[config.mk]
export PLATFORM = sky130hd
export DESIGN_NAME = logic_gate_unit
export DESIGN_NICKNAME = d
export VERILOG_FILES = /design/src/rtl/logic_gate_unit.sv
export SDC_FILE = /design/constraint.sdc
export NUM_CORES = 1
export LEC_CHECK = 0
export BUFFER_PORTS_ARGS = -buffer_cell sky130_fd_sc_hd__buf_4
export CAP_MARGIN = 30
export CORE_ASPECT_RATIO = 1.2
export CORE_UTILIZATION = 30
export CTS_BUF_LIST = sky130_fd_sc_hd__clkbuf_4
export DETAILED_ROUTE_END_ITERATION = 8
export GPL_ROUTABILITY_DRIVEN = 0
export PLACE_DENSITY = 0.54
export SLEW_MARGIN = 0
export SYNTH_ARGS = -nofsm -noshare
export SYNTH_HDL_FRONTEND = slang
export SYNTH_SLANG_ARGS = --single-unit
[constraint.sdc]
create_clock -name clk -period 2.5 [get_ports clk]
set_clock_uncertainty 0.1 [all_clocks]
set_input_delay 0.25 -clock clk [delete_from_list [all_inputs] [get_ports clk]]
set_output_delay 0.25 -clock clk [all_outputs]
set_load 0.02 [all_outputs]
[src/rtl/logic_gate_unit.sv]
`default_nettype none
// ============================================================================
// Module   : logic_gate_unit
// Brief    : Registered WIDTH-bit bitwise logic unit with valid/ready
//            handshake, accumulator feedback, result flags and a txn counter.
// Revision : 1.0 - initial release
// ============================================================================
module logic_gate_unit #(
    parameter int WIDTH = 8,
    parameter int CNT_W = 16
) (
    input  logic             clk,
    input  logic             rst,
    input  logic             in_valid,
    output logic             in_ready,
    input  logic [WIDTH-1:0] a,
    input  logic [WIDTH-1:0] b,
    input  logic [2:0]       op,
    input  logic             acc_en,
    input  logic             acc_clr,
    output logic             out_valid,
    input  logic             out_ready,
    output logic [WIDTH-1:0] y,
    output logic             zero,
    output logic             ones,
    output logic             parity,
    output logic [CNT_W-1:0] txn_count
);

    localparam logic [2:0] c_OP_AND  = 3'd0;
    localparam logic [2:0] c_OP_OR   = 3'd1;
    localparam logic [2:0] c_OP_NOT  = 3'd2;
    localparam logic [2:0] c_OP_NAND = 3'd3;
    localparam logic [2:0] c_OP_NOR  = 3'd4;
    localparam logic [2:0] c_OP_XOR  = 3'd5;
    localparam logic [2:0] c_OP_XNOR = 3'd6;

    logic             r_valid;
    logic [WIDTH-1:0] r_y;
    logic [WIDTH-1:0] r_acc;
    logic [CNT_W-1:0] r_cnt;

    logic             w_accept;
    logic [WIDTH-1:0] w_opa;
    logic [WIDTH-1:0] w_res;

    assign in_ready = !rst && (!r_valid || out_ready);
    assign w_accept = in_valid && in_ready;

    // A same-cycle clear makes the accumulator read as zero for this operation
    assign w_opa = acc_en ? (acc_clr ? '0 : r_acc) : a;

    always_comb begin
        w_res = '0;
        case (op)
            c_OP_AND:  w_res = w_opa & b;
            c_OP_OR:   w_res = w_opa | b;
            c_OP_NOT:  w_res = ~w_opa;
            c_OP_NAND: w_res = ~(w_opa & b);
            c_OP_NOR:  w_res = ~(w_opa | b);
            c_OP_XOR:  w_res = w_opa ^ b;
            c_OP_XNOR: w_res = ~(w_opa ^ b);
            default:   w_res = w_opa & ~b;
        endcase
    end

    always_ff @(posedge clk) begin
        if (rst) begin
            r_valid <= 1'b0;
            r_y     <= '0;
            r_acc   <= '0;
            r_cnt   <= '0;
        end else if (w_accept) begin
            r_valid <= 1'b1;
            r_y     <= w_res;
            r_acc   <= w_res;
            r_cnt   <= r_cnt + 1'b1;
        end else begin
            if (out_ready) begin
                r_valid <= 1'b0;
            end
            if (acc_clr) begin
                r_acc <= '0;
            end
        end
    end

    // Flags derive from the registered result so they always track y
    assign out_valid = r_valid;
    assign y         = r_y;
    assign zero      = ~|r_y;
    assign ones      = &r_y;
    assign parity    = ^r_y;
    assign txn_count = r_cnt;

endmodule
`default_nettype wire

==> summary by stage <==
Critical path
Along the worst path, the maximum fanout reaches 3. The arrival time at the worst endpoint is 2.11 ns. The nature of the critical path endpoint is a register. The critical path starts at r_acc[4]$_SDFF_PP0_.

The worst-case reg-to-reg path depth is 9. For this design, the slowest cell found on the critical path is sky130_fd_sc_hd__dfxtp_1. The startpoint of the most critical register-to-register path is r_acc[4]$_SDFF_PP0_. In this design, the stage delay of the slowest critical-path cell is 0.32 ns. The class of the most critical setup path is reg -> reg. The worst setup path is launched from a register. The data required time of the critical path is 2.62 ns. Traced cell by cell, the critical path runs through nor2b_1 -> mux2i_1 -> inv_1 -> ha_1 -> nand2_1 -> o21ai_0 -> a22oi_1 -> a21o_1 -> a21oi_1.

Min path
The path class of the tightest hold or removal check is in -> reg. The hold path startpoint is in_valid. The worst hold path passes through 3 cells.

Clocking
For the worst-skew pair, the clock arrives at the later sink with an insertion delay of 0.34 ns. In this run the number of H-tree levels came out at 2. The root buffer cell chosen for the clock tree is sky130_fd_sc_hd__clkbuf_4. For this design, the sink count on the clock tree is 33. No sink is reached through more buffers than the 2 on the longest clock path. Buffers added to address setup during post-CTS repair amount to 0. The hold buffer count at CTS is 0. The post-CTS clock slew at the launch and capture registers of the worst setup and hold paths is 0.11 ns.

The total of cells resized after clock tree synthesis is 0. TritonCTS built the clock tree. The total clock buffers created by CTS is 5.

Floorplan
The placeable core region is 7840 um^2. In this run the core area contains 35 standard-cell rows. During I/O placement, the number of pins put on the boundary was 54. The width of the die is 84.8 um. In this run the vertical extent of the chip is 101 um. The initial utilization of the core area, before any placement, comes to 0.315.

The full die area is 8590 um^2.

Synthesis
Synthesis produced 289 cells. The commonest register cell after synthesis is sky130_fd_sc_hd__dfxtp_1. The cell type with the largest total area after synthesis is sky130_fd_sc_hd__dfxtp_1. The synthesized flop and latch total is 33. Synthesis produced a netlist with a net count of 340.

The average footprint of a synthesized cell is 8.53 um^2. The share of synthesized area in the top cell type comes to 0.268. The post-synthesis instance area is 2470 um^2. The share of the Yosys chip area taken by registers is 0.268.

Yosys printed 0 warnings. In this run, synthesis inferred 0 flip-flops with an integrated enable. After synthesis, the cell types taking the most area are sky130_fd_sc_hd__dfxtp_1, sky130_fd_sc_hd__ha_1, sky130_fd_sc_hd__inv_1, sky130_fd_sc_hd__xnor2_1, sky130_fd_sc_hd__o211ai_1. The async set or reset register ratio after synthesis is 0. The synthesized netlist contains 45 unique library cells.

Route
The DRC violation count after routing is 2. The count of nets left with antenna violations once routing finished came out at 0. The average wire length per cell after detail routing is 14.4 um. For this block, the routed nets add up to 6170 um of wire. The total via count in the routed design is 2174. Using the TritonRoute via totals, the vias-per-cell ratio works out to 5.09. The total iterations of the first detailed-routing run is 7. In this run, the number of DRC markers left after iteration 0 of detailed routing was 100.

Pwr
Power spread over the standard cell area amounts to 424 nW/um^2. The worst vdd rail ir drop is 225 uV. In this run the static leakage power is 0.00128 uW.

The completed layout was analyzed and its total power is 1250 uW.

Cells and area
The repair_antennas step left the layout with diodes totalling 0. The final-stage net count is 385. Relative to the synthesized area, the layout overhead comes to 19.3%. The layout cell share with drive strength beyond 1 is 0.233. Once layout is done, the placed cells without fillers occupy 2940 um^2.

Place
OpenSTA, run right after detailed placement, puts the worst setup slack at 0.377 ns. The number of buffer cells added on primary ports is 53. The area of placed instances is 2890 um^2.

The detailed placer's ending HPWL is 4510 um.

STA
The clock period could shrink to 1.99 ns. Dividing the final minimum period by the clock period gives 0.795. The number of slew-limit violations in the final report came to 0. For the pin with the worst max-slew slack, the measured transition is 0.400 ns. Setup repair after global routing left no endpoint under its margin.

Final hold analysis gives a worst-case slack of 0.0532 ns. The number of failing hold endpoints at the final stage is 0. Setup violations remaining at the end of the flow were counted as 0.

The maximum clock frequency is 0.503 GHz. In this run the tightest slew margin relative to its limit is 0.733. The sum of negative setup slack is 0 ns.

After layout, the worst setup slack is 0.512 ns.

Global routing
The first-pass GRT wire length is 10200 um. The via count of the first global-routing pass is 2105. The number of antenna violations at the first check in global routing was 0. The pin count of the biggest net entering global routing is 35. The total overflow reported by the global router is 0. Across every metal layer, demand over resource in global routing totals 0.148.

Outcome
The run finished, with violations left. The checks that failed: DRC.

Flow run
Across the run, the number of max-cap violations was 0.
[worst paths after layout]
check                                 to  slack [ns]
hold / removal    out_valid$_SDFFE_PP0P_        0.05
hold reg to reg      r_acc[3]$_SDFF_PP0_        0.37
setup reg to reg       y[4]$_SDFFE_PP0P_        0.51
setup / recovery       y[4]$_SDFFE_PP0P_        0.51
[final cells by class]
class,count,area (um^2)
Clock buffer,5,37.5
Clock inverter,3,17.5
Fill cell,812,4900
Inverter,37,139
Multi-Input combinational cell,203,1560
Sequential cell,33,661
Tap cell,92,115
Timing Repair Buffer,54,418
[synth_stat cells, drive strengths merged (6+ instances only)]
master and n:
nor2b 12, nor2 17, o41ai 7, a22oi 8, o21ai 22, buf 12
xnor2 12, inv 35, nand3b 7, o211ai 12, o31ai 7, nand2 14
dfxtp 33, mux2i 6, ha 26
[report_power, final]
group	internal, uW	total [uW]	switching [uW]	leakage, uW
logic	165	371	206	0.000979
registers	552	573	20.8	0.000269
clock network	106	303	197	0.0000310
total	824	1250	424	0.00128
[flip-flops by register name (all words and copies together), names as in the netlist]
name,count
out_valid,1
y,8
txn_count,16
r_acc,8
[cell usage in the layout, fill, tap and decap left out, types with 2 or more instances in the layout]
cell type                   n
sky130_fd_sc_hd__buf_4     53
sky130_fd_sc_hd__dfxtp_1   33
sky130_fd_sc_hd__inv_1     32
sky130_fd_sc_hd__ha_1      26
sky130_fd_sc_hd__nor2_1    17
sky130_fd_sc_hd__nand2_1   13
sky130_fd_sc_hd__nor2b_1   12
sky130_fd_sc_hd__xnor2_1   12
sky130_fd_sc_hd__o211ai_1  12
sky130_fd_sc_hd__o21ai_1   10
sky130_fd_sc_hd__o21ai_0   10
sky130_fd_sc_hd__a22oi_1    8
sky130_fd_sc_hd__nand3b_1   7
sky130_fd_sc_hd__o41ai_1    7
sky130_fd_sc_hd__o31ai_1    7
sky130_fd_sc_hd__mux2i_1    6
sky130_fd_sc_hd__o221ai_1   5
sky130_fd_sc_hd__clkbuf_4   5
sky130_fd_sc_hd__xor2_1     4
sky130_fd_sc_hd__and3_1     4
sky130_fd_sc_hd__a21oi_1    4
sky130_fd_sc_hd__nand4_1    4
sky130_fd_sc_hd__nor4_2     4
sky130_fd_sc_hd__inv_2      3
sky130_fd_sc_hd__or3_1      3
sky130_fd_sc_hd__nand3_1    3
sky130_fd_sc_hd__mux2_2     3
sky130_fd_sc_hd__nor3_1     3
sky130_fd_sc_hd__clkinv_1   2
sky130_fd_sc_hd__and4_1     2
sky130_fd_sc_hd__or2b_1     2
sky130_fd_sc_hd__a221o_1    2
sky130_fd_sc_hd__o21ai_2    2
sky130_fd_sc_hd__a31o_1     2
sky130_fd_sc_hd__clkinv_2   2
[metrics by stage]
step                cells   util
floorplan             289      -
global placement      419  0.368
detailed placement    419  0.368
CTS                   427  0.375
global route          427  0.375
finish                427  0.375
[worst max-delay path, delay by kind of cell, from the launching register on]
| family | cells | cell delay, ns |
|---|---|---|
| and+or+nand+nor | 2 | 0.22 |
| adders and majority gates | 1 | 0.28 |
| muxes | 1 | 0.30 |
| buffers and inverters | 1 | 0.11 |
| AOI/OAI and AO/OA | 4 | 0.54 |
| DFF | 1 | 0.32 |
[logic make-up after synthesis]
| logic type | count (synthesis) | synth area share |
|---|---|---|
| XOR/XNOR | 16 | 0.0568 |
| buffers and inverters | 53 | 0.101 |
| AND/OR/NAND/NOR | 81 | 0.201 |
| multiplexers | 9 | 0.0381 |
| flip-flops | 33 | 0.268 |
| AO/OA/AOI/OAI | 71 | 0.202 |
| adder cells (fa/ha/maj) | 26 | 0.132 |
[layer usage]
metal,up-vias,track usage,wire [um]
li1,1115,-,-
met1,999,0.190,2990
met2,52,0.251,2840
met3,8,0.0310,285
met4,0,0.0430,55
met5,-,0,0
Note: power is estimated with default switching activity, not from simulation.
